**src/rtl/seg7_accum_display.sv**
```systemverilog
// seg7_accum_display: debounced add/clear keys drive a registered accumulator.
// The accumulator is shown in hex on NUM_DIGITS active-low seven-segment digits,
// and the digit-0 decimal point lights when carry is set.
// Optional build macro: SEG7_LEADING_BLANK_EN, which blanks leading zero digits
// above digit 0.
module seg7_accum_display #(
    parameter int unsigned DATA_W       = 8,
    parameter int unsigned NUM_DIGITS   = 2,
    parameter int unsigned DEBOUNCE_CYC = 16
) (
    input  logic                    clk,
    input  logic                    rst_n,
    input  logic [DATA_W-1:0]       operand,
    input  logic                    add_key_n,
    input  logic                    clr_key_n,
    output logic [8*NUM_DIGITS-1:0] hex,
    output logic [DATA_W-1:0]       acc,
    output logic                    carry
);

    localparam int unsigned CNT_W = (DEBOUNCE_CYC > 2) ? $clog2(DEBOUNCE_CYC) : 1;
    localparam logic [CNT_W-1:0] CNT_LAST = CNT_W'(DEBOUNCE_CYC - 1);
    localparam int unsigned PAD_W = 4 * NUM_DIGITS;
    localparam int unsigned HEX_W = 8 * NUM_DIGITS;
`ifdef SEG7_LEADING_BLANK_EN
    localparam logic [HEX_W-1:0] HEX_RST = {NUM_DIGITS{8'hFF}} & ~HEX_W'(8'h3F);
`else
    localparam logic [HEX_W-1:0] HEX_RST = {NUM_DIGITS{8'hC0}};
`endif

    // Key index 0 = add, 1 = clear.
    logic [1:0]       key_n;
    logic [1:0]       sync1_q;
    logic [1:0]       sync2_q;
    logic [1:0]       level_q;
    logic [1:0]       armed_q;
    logic [1:0]       pulse_q;
    logic [CNT_W-1:0] cnt_q [2];

    logic [DATA_W:0]  sum;
    logic [PAD_W-1:0] acc_pad;
    logic [HEX_W-1:0] hex_d;
`ifdef SEG7_LEADING_BLANK_EN
    logic             seen_nz;
`endif

    assign key_n   = {clr_key_n, add_key_n};
    assign sum     = {1'b0, acc} + {1'b0, operand};
    assign acc_pad = PAD_W'(acc);

    // Active-low hex glyph, dp bit off.
    function automatic logic [7:0] glyph(input logic [3:0] nib);
        case (nib)
            4'h0: glyph = 8'hC0;
            4'h1: glyph = 8'hF9;
            4'h2: glyph = 8'hA4;
            4'h3: glyph = 8'hB0;
            4'h4: glyph = 8'h99;
            4'h5: glyph = 8'h92;
            4'h6: glyph = 8'h82;
            4'h7: glyph = 8'hF8;
            4'h8: glyph = 8'h80;
            4'h9: glyph = 8'h90;
            4'hA: glyph = 8'h88;
            4'hB: glyph = 8'h83;
            4'hC: glyph = 8'hC6;
            4'hD: glyph = 8'hA1;
            4'hE: glyph = 8'h86;
            default: glyph = 8'h8E;
        endcase
    endfunction

    // Synchronise and debounce both keys; emit one pulse per accepted press.
    // Sync flops reset to "pressed" and a key is armed only after a release is
    // seen, so a key held through reset cannot produce a pulse.
    always_ff @(posedge clk or negedge rst_n) begin
        if (!rst_n) begin
            sync1_q  <= '0;
            sync2_q  <= '0;
            level_q  <= '1;
            armed_q  <= '0;
            pulse_q  <= '0;
            cnt_q[0] <= '0;
            cnt_q[1] <= '0;
        end else begin
            sync1_q <= key_n;
            sync2_q <= sync1_q;
            for (int k = 0; k < 2; k++) begin
                pulse_q[k] <= 1'b0;
                if (sync2_q[k]) begin
                    armed_q[k] <= 1'b1;
                end
                if (sync2_q[k] == level_q[k]) begin
                    cnt_q[k] <= '0;
                end else if (cnt_q[k] == CNT_LAST) begin
                    cnt_q[k]   <= '0;
                    level_q[k] <= sync2_q[k];
                    pulse_q[k] <= ~sync2_q[k] & armed_q[k];
                end else begin
                    cnt_q[k] <= cnt_q[k] + 1'b1;
                end
            end
        end
    end

    // Accumulate on add pulses; clear takes priority.
    always_ff @(posedge clk or negedge rst_n) begin
        if (!rst_n) begin
            acc   <= '0;
            carry <= 1'b0;
        end else if (pulse_q[1]) begin
            acc   <= '0;
            carry <= 1'b0;
        end else if (pulse_q[0]) begin
            {carry, acc} <= sum;
        end
    end

    // Build per-digit glyphs, scanning from the top digit down for blanking.
    always_comb begin
        hex_d = '1;
`ifdef SEG7_LEADING_BLANK_EN
        seen_nz = 1'b0;
`endif
        for (int i = NUM_DIGITS - 1; i >= 0; i--) begin
            hex_d[8*i +: 8] = glyph(acc_pad[4*i +: 4]);
`ifdef SEG7_LEADING_BLANK_EN
            seen_nz = seen_nz | (acc_pad[4*i +: 4] != 4'h0);
            if (i > 0 && !seen_nz) begin
                hex_d[8*i +: 8] = 8'hFF;
            end
`endif
        end
        hex_d[7] = ~carry;
    end

    // Register the display one cycle behind the accumulator.
    always_ff @(posedge clk or negedge rst_n) begin
        if (!rst_n) begin
            hex <= HEX_RST;
        end else begin
            hex <= hex_d;
        end
    end

endmodule

```
**config.mk**
```make
export PLATFORM = sky130hd
export DESIGN_NAME = seg7_accum_display
export DESIGN_NICKNAME = d
export VERILOG_FILES = /design/src/rtl/seg7_accum_display.sv
export SDC_FILE = /design/constraint.sdc
export NUM_CORES = 1
export LEC_CHECK = 0
export CELL_PAD_IN_SITES_DETAIL_PLACEMENT = 0
export CELL_PAD_IN_SITES_GLOBAL_PLACEMENT = 2
export CORE_ASPECT_RATIO = 1.5
export CORE_MARGIN = 3
export CORE_UTILIZATION = 37
export DETAILED_ROUTE_END_ITERATION = 8
export GPL_TIMING_DRIVEN = 1
export PLACE_DENSITY = 0.81
export REMOVE_ABC_BUFFERS = 1
export SETUP_SLACK_MARGIN = 0.05
export SYNTH_ARGS = -nofsm -noshare
export SYNTH_HDL_FRONTEND = slang
export SYNTH_SLANG_ARGS = --single-unit
```
**constraint.sdc**
```tcl
create_clock -name clk -period 3.4 [get_ports clk]
set_input_delay 0.68 -clock clk [delete_from_list [all_inputs] [get_ports clk]]
set_output_delay 0.68 -clock clk [all_outputs]
set_load 0.02 [all_outputs]
```
* After elaboration in Yosys (flattened, before gate mapping) *
Memory sizes are Yosys's and may differ from the RTL's. A register that Yosys moved wholly into a read port is not among the register bits.
Index checks and enable logic that the tools add are counted.

operators by class
  add/subtract/negate cells = 3
  eq/ne operators = 4
  multiplexer cells = 12
  bitwise logic cells = 7
  reduce and logical (&&, ||, !) cells = 5

operator list
  kind                                                            number
  4-bit 2-to-1 mux                                                4
  8-bit 2-to-1 mux                                                2
  8-bit by 8-bit adder with 9-bit output                          1
  4-bit by 1-bit adder with 4-bit output (second input constant)  2
  4-bit equality test (second input constant)                     2
  1-bit 2-to-1 mux                                                6
  1-bit NOT                                                       5
  2-bit AND reduction                                             2
  1-bit AND                                                       2
  1-bit equality test                                             2
  1-bit zero test                                                 2
  2-bit nonzero test                                              1

word-level totals
  bits in registers = 43
  ROM bits = 224
  output and inout bits = 25
  memories kept = 2

memories
  memory           words  bits a word  rd ports  clocked after memory_dff  write ports  RTL line  RTL
  (no name shown)  16     7            1         1                         0            53        case (nib)
  (no name shown)  16     7            1         1                         0            53

* Depth between registers and ports, before layout *
Gate-level depths: netlist of run 1.

  depth in word-level cells = 4
  gate-level depth with buffers = 6

* Worst setup path before layout of run 1 *
Ideal clock, no wire load.

  path type = input-to-reg
  start = in operand[0]
  end = reg acc[6]
  library setup time = 0.092 ns
  data arrival time = 1.858 ns
  required time = 3.308 ns
  setup slack = 1.450 ns
  stages on the path = 6
  buffers on the path = 0
  cell sequence = ha_1 -> fa_1 -> nand3_1 -> a31oi_2 -> o21a_1 -> o31ai_2

between the ends
  word-level cells in the longest chain between the ends = 3

ends and longest elaborated chain
  item                                    RTL line  RTL
  from (decl)                             13        input logic [DATA_W-1:0] operand,
  8-bit by 8-bit adder with 9-bit output  48        assign sum = {1'b0, acc} + {1'b0, operand};
  8-bit 2-to-1 mux                        114       end else if (pulse_q[0]) begin
  8-bit 2-to-1 mux                        111       end else if (pulse_q[1]) begin
  to (signal assigned)                    115       {carry, acc} <= sum;
  to (decl)                               17        output logic [DATA_W-1:0] acc,

Every way passes these cells. The select of a mux whose other input is x is not followed.
A chain may end at the register's enable or synchronous reset.

* Worst setup path after layout of run 1 *
  start = reg acc[7]
  end = out acc[7]

No word-level cell between the ends.

==> results of run 1 <==
worst paths after layout:
| check | endpoint | from | slack [ps] | cells after the start |
|---|---|---|---|---|
| worst min register to register | sync2_q[1]$_DFF_PN0_ | sync1_q[1]$_DFF_PN0_ | 350 | 0 |
| worst min-delay path | sync2_q[1]$_DFF_PN0_ | sync1_q[1]$_DFF_PN0_ | 350 | 0 |
| worst max register to register | acc[7]$_DFFE_PN0P_ | acc[2]$_DFFE_PN0P_ | 1490 | 5 |
| min in group asynchronous | cnt_q[3]$_DFF_PN0_ | rst_n | 530 | 1 |
| worst max-delay path | acc[7] | acc[7]$_DFFE_PN0P_ | 1040 | 1 |
| max in group asynchronous | sync2_q[0]$_DFF_PN0_ | rst_n | 2300 | 1 |
layout make-up:
| type | count | area (µm²) | area share, % |
|---|---|---|---|
| Multi-Input combinational cell | 143 | 1120 | 40.5 |
| Sequential cell | 42 | 1060 | 38.3 |
| Timing Repair Buffer | 36 | 353 | 12.8 |
| Tap cell | 72 | 90.1 | 3.26 |
| Clock buffer | 7 | 76.3 | 2.76 |
| Inverter | 10 | 37.5 | 1.36 |
| Clock inverter | 1 | 30.0 | 1.09 |
cells in the final DEF, fill, tap and decap left out, types with 4 or more instances in the layout:
cell type	Yosys	routed
nor2b_1	4	4
a22o_1	4	4
mux2i_1	8	8
o21ai_0	8	8
xnor2_1	8	8
clkbuf_8	0	5
a21oi_1	13	13
nand2_1	12	12
ha_1	22	22
nor2_1	16	16
dfrtp_1	37	37
clkdlybuf4s50_1	0	34
inv_1	10	10
nand2b_1	4	4
dfstp_2	5	5
power groups by stage:
stage / Combinational, mW / Clock (mW) / Sequential [mW]
floorplan: 0.0375 / 0 / 0.523
global placement: 0.0674 / 0 / 0.524
detailed placement: 0.0673 / 0 / 0.525
CTS: 0.0678 / 0.398 / 0.515
global route: 0.0748 / 0.415 / 0.516
finish: 0.0658 / 0.383 / 0.515
metal layers:
layer  share of wire, %  vias up  track usage (%)
met2                 53       29             24.7
met5                  0        -                0
met1                 42      762             14.9
li1                   -      774                -
met4                1.5        0             4.87
met3                3.8        6             3.18
kinds of logic (layout without fill, tap and decap cells):
kind of cell             after synthesis  in the layout
buffers and inverters                 18             54
AO/OA/AOI/OAI                         45             45
other                                  1              1
flip-flops                            42             42
XOR/XNOR                               8              8
multiplexers                          15             15
AND/OR/NAND/NOR                       51             51
adder cells (fa/ha/maj)               23             23
through the flow:
step                      utilization (%)  std cells  setup slack (ps)  hold WS, ps  power (mW)
after floorplan                         -        195              1450          331       0.560
after global placement               45.3        303               952          339       0.592
after detailed placement             45.3        303               949          338       0.592
after CTS                            47.1        311              1010          355       0.981
after global routing                 47.1        311               909          370        1.01
final                                47.1        311              1040          351       0.963
state kept, by name (all words and copies together) (netlist names):
name / count
hex: 15
armed_q: 2
pulse_q: 2
acc: 8
level_q: 2
sync1_q: 2
carry: 1
cnt_q: 8
sync2_q: 2
Yosys cell counts (all sizes together) (2+ instances only):
cell type and number:
buf 6, nand4b 2, mux2 5, clkbuf 2
xnor2 8, nor2 17, a211oi 3, mux4 2
nor3b 2, o21a 2, inv 10, nor3 3
nand2 12, ha 22, mux2i 8, a21oi 13
dfrtp 37, a22o 4, a31oi 2, a32o 2
or2 2, or3b 2, nor2b 4, dfstp 5
nand3 3, nand2b 4, o21ai 11, o21bai 2
==> impl_metrics.tcl, run 1 <==
set metrics [dict create \
    leakage_nw 1.19 \
    clk_pin_slew_worst_paths_ps 80 \
    initial_core_util_pct 38.5 \
    drc_errors 0 \
    post_cts_buffers 0 \
    synth_mux_area_share_pct 8.19 \
    grt_pass1_vias 1678 \
    critPathKind "flop to output pin" \
    clockBufferDepth 2 \
    yosys.area.top_type "dfrtp_1" \
    synth_compound_area_share_pct 13.8 \
    vias 1571 \
    p_int_mw 0.758 \
    rows 34 \
    grt_max_degree 43 \
    cts_buffers 5 \
    hold_buffers 0 \
    fill_cells 580 \
    ios 37 \
    grt_pass1_wl_um 7610 \
    synth_edf_count 0 \
    cp_slowest_cell "clkdlybuf4s50_1" \
    dr.first_iter.drc_count 61 \
    cts_resized 0 \
    startpoint_type "flop" \
    h-tree-depth 2 \
    portBuffers 35 \
    hold_path_class "flop to flop" \
    maxSlewHeadroom_pct 38.8 \
    syn-cell-area_um2 2260 \
    worst-path-buf-inv 1 \
    dieArea_um2 7100 \
    maxCapViolations 0 \
    dr.pass1.iters 4 \
    routed_wl_um 4270 \
    synth_adder_area_share_pct 13.1 \
    place_congestion 0.720 \
    period_share_pct 69.4 \
    post-route-min-period_ps 2360 \
    synth_top_family_by_area "compound AO/OA/AOI/OAI gates" \
    synth_cells 203 \
    crit_family "buffers and inverters" \
    drive_gt1_share_pct 10.9 \
    tightestPinTransition_ps 918 \
    critical-path-max-stage-delay_ps 710 \
    dieWidth_um 69.8 \
    required_ps 2720 \
    drtAntennaViolNets 0 \
    clock_latency_ps 290 \
    crit_path_end_kind "output pin" \
    path_max_fanout 16 \
    rsz0062_at_grt "false" \
    die_y_um 102 \
    grt_overflow_total 0 \
    outcome "finished clean" \
    postPlaceCellArea_um2 2660 \
    p_sw_mw 0.205 \
    crit_arrival_ps 1680 \
    syn_avg_cell_area_um2 11.1 \
    ys_warn_count 0 \
    fin_setup_tns_ps 0 \
    yosys_most_used_dff "dfrtp_1" \
    ys_seq_elements 42 \
    final_nets 273 \
    avgRoutedWirePerCell_um 13.7 \
    ir_worst_vdd_mv 0.176 \
    synth_xor_xnor_area_share_pct 3.10 \
    avgViaCountPerCell 5.05 \
    timing.fmax_mhz 424 \
    synth-simple-area-share_pct 11.2 \
    dp_hpwl_um 3060 \
    seqPwrFrac_pct 53.4 \
    combPwrFrac_pct 6.8 \
    area_growth_pct 22.2 \
    grt_use_total_pct 13.4 \
    finalHoldViolations 0 \
    yosys-top-cells-area "dfrtp_1, ha_1, dfstp_2" \
    slew_viol_final 0 \
    synth_top_area_share_pct 41.0 \
    p_clk_share_pct 39.7 \
    clock-root-buffer "clkbuf_8" \
    synth.yosys.seq_area_share_pct 46.8 \
    antenna_found_initial 0 \
    skew_ps 3.22 \
    cts_tree "built" \
    core_um2 5870 \
    final_area_um2 2760 \
    cp_cell_sequence "clkdlybuf4s50_1" \
    setup_viol 0 \
    p_per_area_nw_per_um2 349 \
    cts_sinks 42 \
    p_sw_share_pct 21.3 \
    yosysUniqueCellTypes 44 \
    ys_async_sr_fraction_pct 100 \
    diodes 0 \
]
Note: power is estimated with default switching activity, not from simulation.
==> run 2, diff against run 1 <==
--- a/config.mk
+++ b/config.mk
@@ -9,10 +9,10 @@
 export CELL_PAD_IN_SITES_GLOBAL_PLACEMENT = 2
 export CORE_ASPECT_RATIO = 1.5
 export CORE_MARGIN = 3
-export CORE_UTILIZATION = 37
+export CORE_UTILIZATION = 31
 export DETAILED_ROUTE_END_ITERATION = 8
 export GPL_TIMING_DRIVEN = 1
-export PLACE_DENSITY = 0.81
+export PLACE_DENSITY = 0.72
 export REMOVE_ABC_BUFFERS = 1
 export SETUP_SLACK_MARGIN = 0.05
 export SYNTH_ARGS = -nofsm -noshare
==> constraint.sdc (replaced) <==
create_clock -name clk -period 2 [get_ports clk]
set_input_delay 0.4 -clock clk [delete_from_list [all_inputs] [get_ports clk]]
set_output_delay 0.4 -clock clk [all_outputs]
set_load 0.02 [all_outputs]
==> run 2 against run 1 <==
Against the previous run:
- the flow now finishes with violations (negative hold slack)
- clock-buffer cell count down 2
- clock power up 48%
- flip-flop and latch count unchanged
- critical path type is now input pin to flop
- highest routed layer unchanged
- register-to-register slack worse by 1300 ps
- largest power group unchanged
- critical endpoint is now acc[7]$_DFFE_PN0P_
- critical path depth up 5
- wire length up 4.5%
==> impl_metrics.tcl, run 2 (same netlist as run 1, synthesis figures left out) <==
set metrics [dict create \
    outcome "complete, but fails checks" \
    failed_checks "negative hold slack" \
    fill_cells 721 \
    final_area_um2 2880 \
    top_regs "hex: 15 flops, acc: 8 flops, cnt_q: 8 flops" \
    startpoint "operand[1]" \
    clock-root-buffer "clkbuf_8" \
    die_y_um 111 \
    tightestPinTransition_ps 599 \
    critPathKind "input pin to flop" \
    finalHoldViolations 13 \
    post-route-min-period_ps 1880 \
    drive_gt1_share_pct 16.3 \
    top_register "hex" \
    clockBufferDepth 2 \
    dp_hpwl_um 3450 \
    multi_input_area_um2 1120 \
    cts_tree "built" \
    p_per_area_nw_per_um2 542 \
    crit_cells 6 \
    diodes 0 \
    cts_sinks 42 \
    core_um2 6990 \
    drtAntennaViolNets 0 \
    slew_viol_final 0 \
    rows 37 \
    worst-path-buf-inv 1 \
    crit_path_end_kind "flop" \
    cts_buffers 5 \
    path_max_fanout 3 \
    timing.fmax_mhz 532 \
    skew_ps 14.8 \
    required_ps 2180 \
    hold_path_class "input pin to async pin" \
    rsz0062_at_grt "true" \
    dr.first_iter.drc_count 51 \
    grt_max_degree 18 \
    largest_reg_flops 15 \
    worstSetupEndpoint "acc[7]$_DFFE_PN0P_" \
    r2r_slack_ps 240 \
    cp_slowest_cell "clkdlybuf4s50_1" \
    area_growth_pct 27.4 \
    clock_latency_ps 300 \
    avgViaCountPerCell 4.57 \
    r2r_cells 5 \
    grt_use_total_pct 12.0 \
    grt_pass1_vias 1636 \
    fin_setup_tns_ps 0 \
    setup_viol 0 \
    post_cts_buffers 0 \
    h-tree-depth 2 \
    critical-path-max-stage-delay_ps 510 \
    antenna_found_initial 0 \
    crit_arrival_ps 2060 \
    leakage_nw 1.26 \
    period_share_pct 94.0 \
    hold_buffers 0 \
    place_congestion 0.727 \
    grt_pass1_wl_um 7840 \
    maxSlewHeadroom_pct 60.0 \
    startpoint_type "input pin" \
    avgRoutedWirePerCell_um 12.8 \
    final_common_cell "dfrtp_1" \
    maxCapViolations 0 \
    routed_wl_um 4460 \
    reg2reg_to "acc[7]$_DFFE_PN0P_" \
    dieWidth_um 75.7 \
    ir_worst_vdd_mv 0.324 \
    final_nets 286 \
    ios 37 \
    dieArea_um2 8380 \
    vias 1595 \
    cp_cell_sequence "clkdlybuf4s50_1 > ha_1 > a211oi_2 > nor2_2 > a41oi_2 > mux2_4" \
    dr.pass1.iters 2 \
    seqCellArea_um2 1060 \
    crit_family "buffers and inverters" \
    regToRegStartpoint "acc[1]$_DFFE_PN0P_" \
    drc_errors 0 \
    holdWs_ps -7.66 \
    grt_overflow_total 0 \
    clk_pin_slew_worst_paths_ps 90 \
    most-common-layout-cells "dfrtp_1, clkdlybuf4s50_1, ha_1" \
    postPlaceCellArea_um2 2790 \
    initial_core_util_pct 32.3 \
    portBuffers 35 \
]
-- run 2: repair_timing --
| item | in CTS | in global routing |
|---|---|---|
| setup endpoints to repair | 0 | 3 |
| endpoints found under the hold margin | 0 | 0 |
| resized for setup | 0 | 1 |
-- run 2: where the power goes --
group          internal (mW)  switching [mW]
sequential             0.863          0.0124
combinational         0.0592          0.0606
clock                  0.250           0.318
total                   1.17           0.391
-- run 2: cell type report --
class / instances / area share [%]
multi-input cells: 143 / 38.9
clock inverters: 3 / 0.825
repair buffers: 49 / 15.7
well taps: 97 / 4.21
clock buffers: 5 / 2.39
inverters: 10 / 1.30
flip-flops and latches: 42 / 36.7
-- run 2: how the worst min path moves through the flow --
stage,start,to,slack (ps),cells after the start
6_report,rst_n,cnt_q[1]$_DFF_PN0_,-8,1
5_1_grt,rst_n,cnt_q[1]$_DFF_PN0_,4,1
4_1_cts,rst_n,cnt_q[1]$_DFF_PN0_,0.003,1
3_5_place_dp,rst_n,cnt_q[1]$_DFF_PN0_,330,1
3_3_place_gp,sync1_q[0]$_DFF_PN0_,sync2_q[0]$_DFF_PN0_,330,0
2_1_floorplan,rst_n,acc[0]$_DFFE_PN0P_,100,0
-- run 2: per-stage QoR --
step / cells / power (mW) / setup slack, ps / util, %
global placement: 341 / 1.02 / -184 / 39.9
floorplan: 195 / 0.953 / 140 / -
CTS: 349 / 1.59 / 93.6 / 41.2
finish: 349 / 1.56 / 119 / 41.2
detailed placement: 341 / 1.02 / -195 / 39.9
global route: 349 / 1.65 / 31.7 / 41.2
-- run 2: per-layer routing --
metal / part of all wire [%] / GRT usage [%] / vias up
met1: 42 / 14.6 / 761
met2: 54 / 20.4 / 21
met4: 1.8 / 4.20 / 0
met3: 2.3 / 2.55 / 5
met5: 0 / 0 / -
li1: - / - / 808
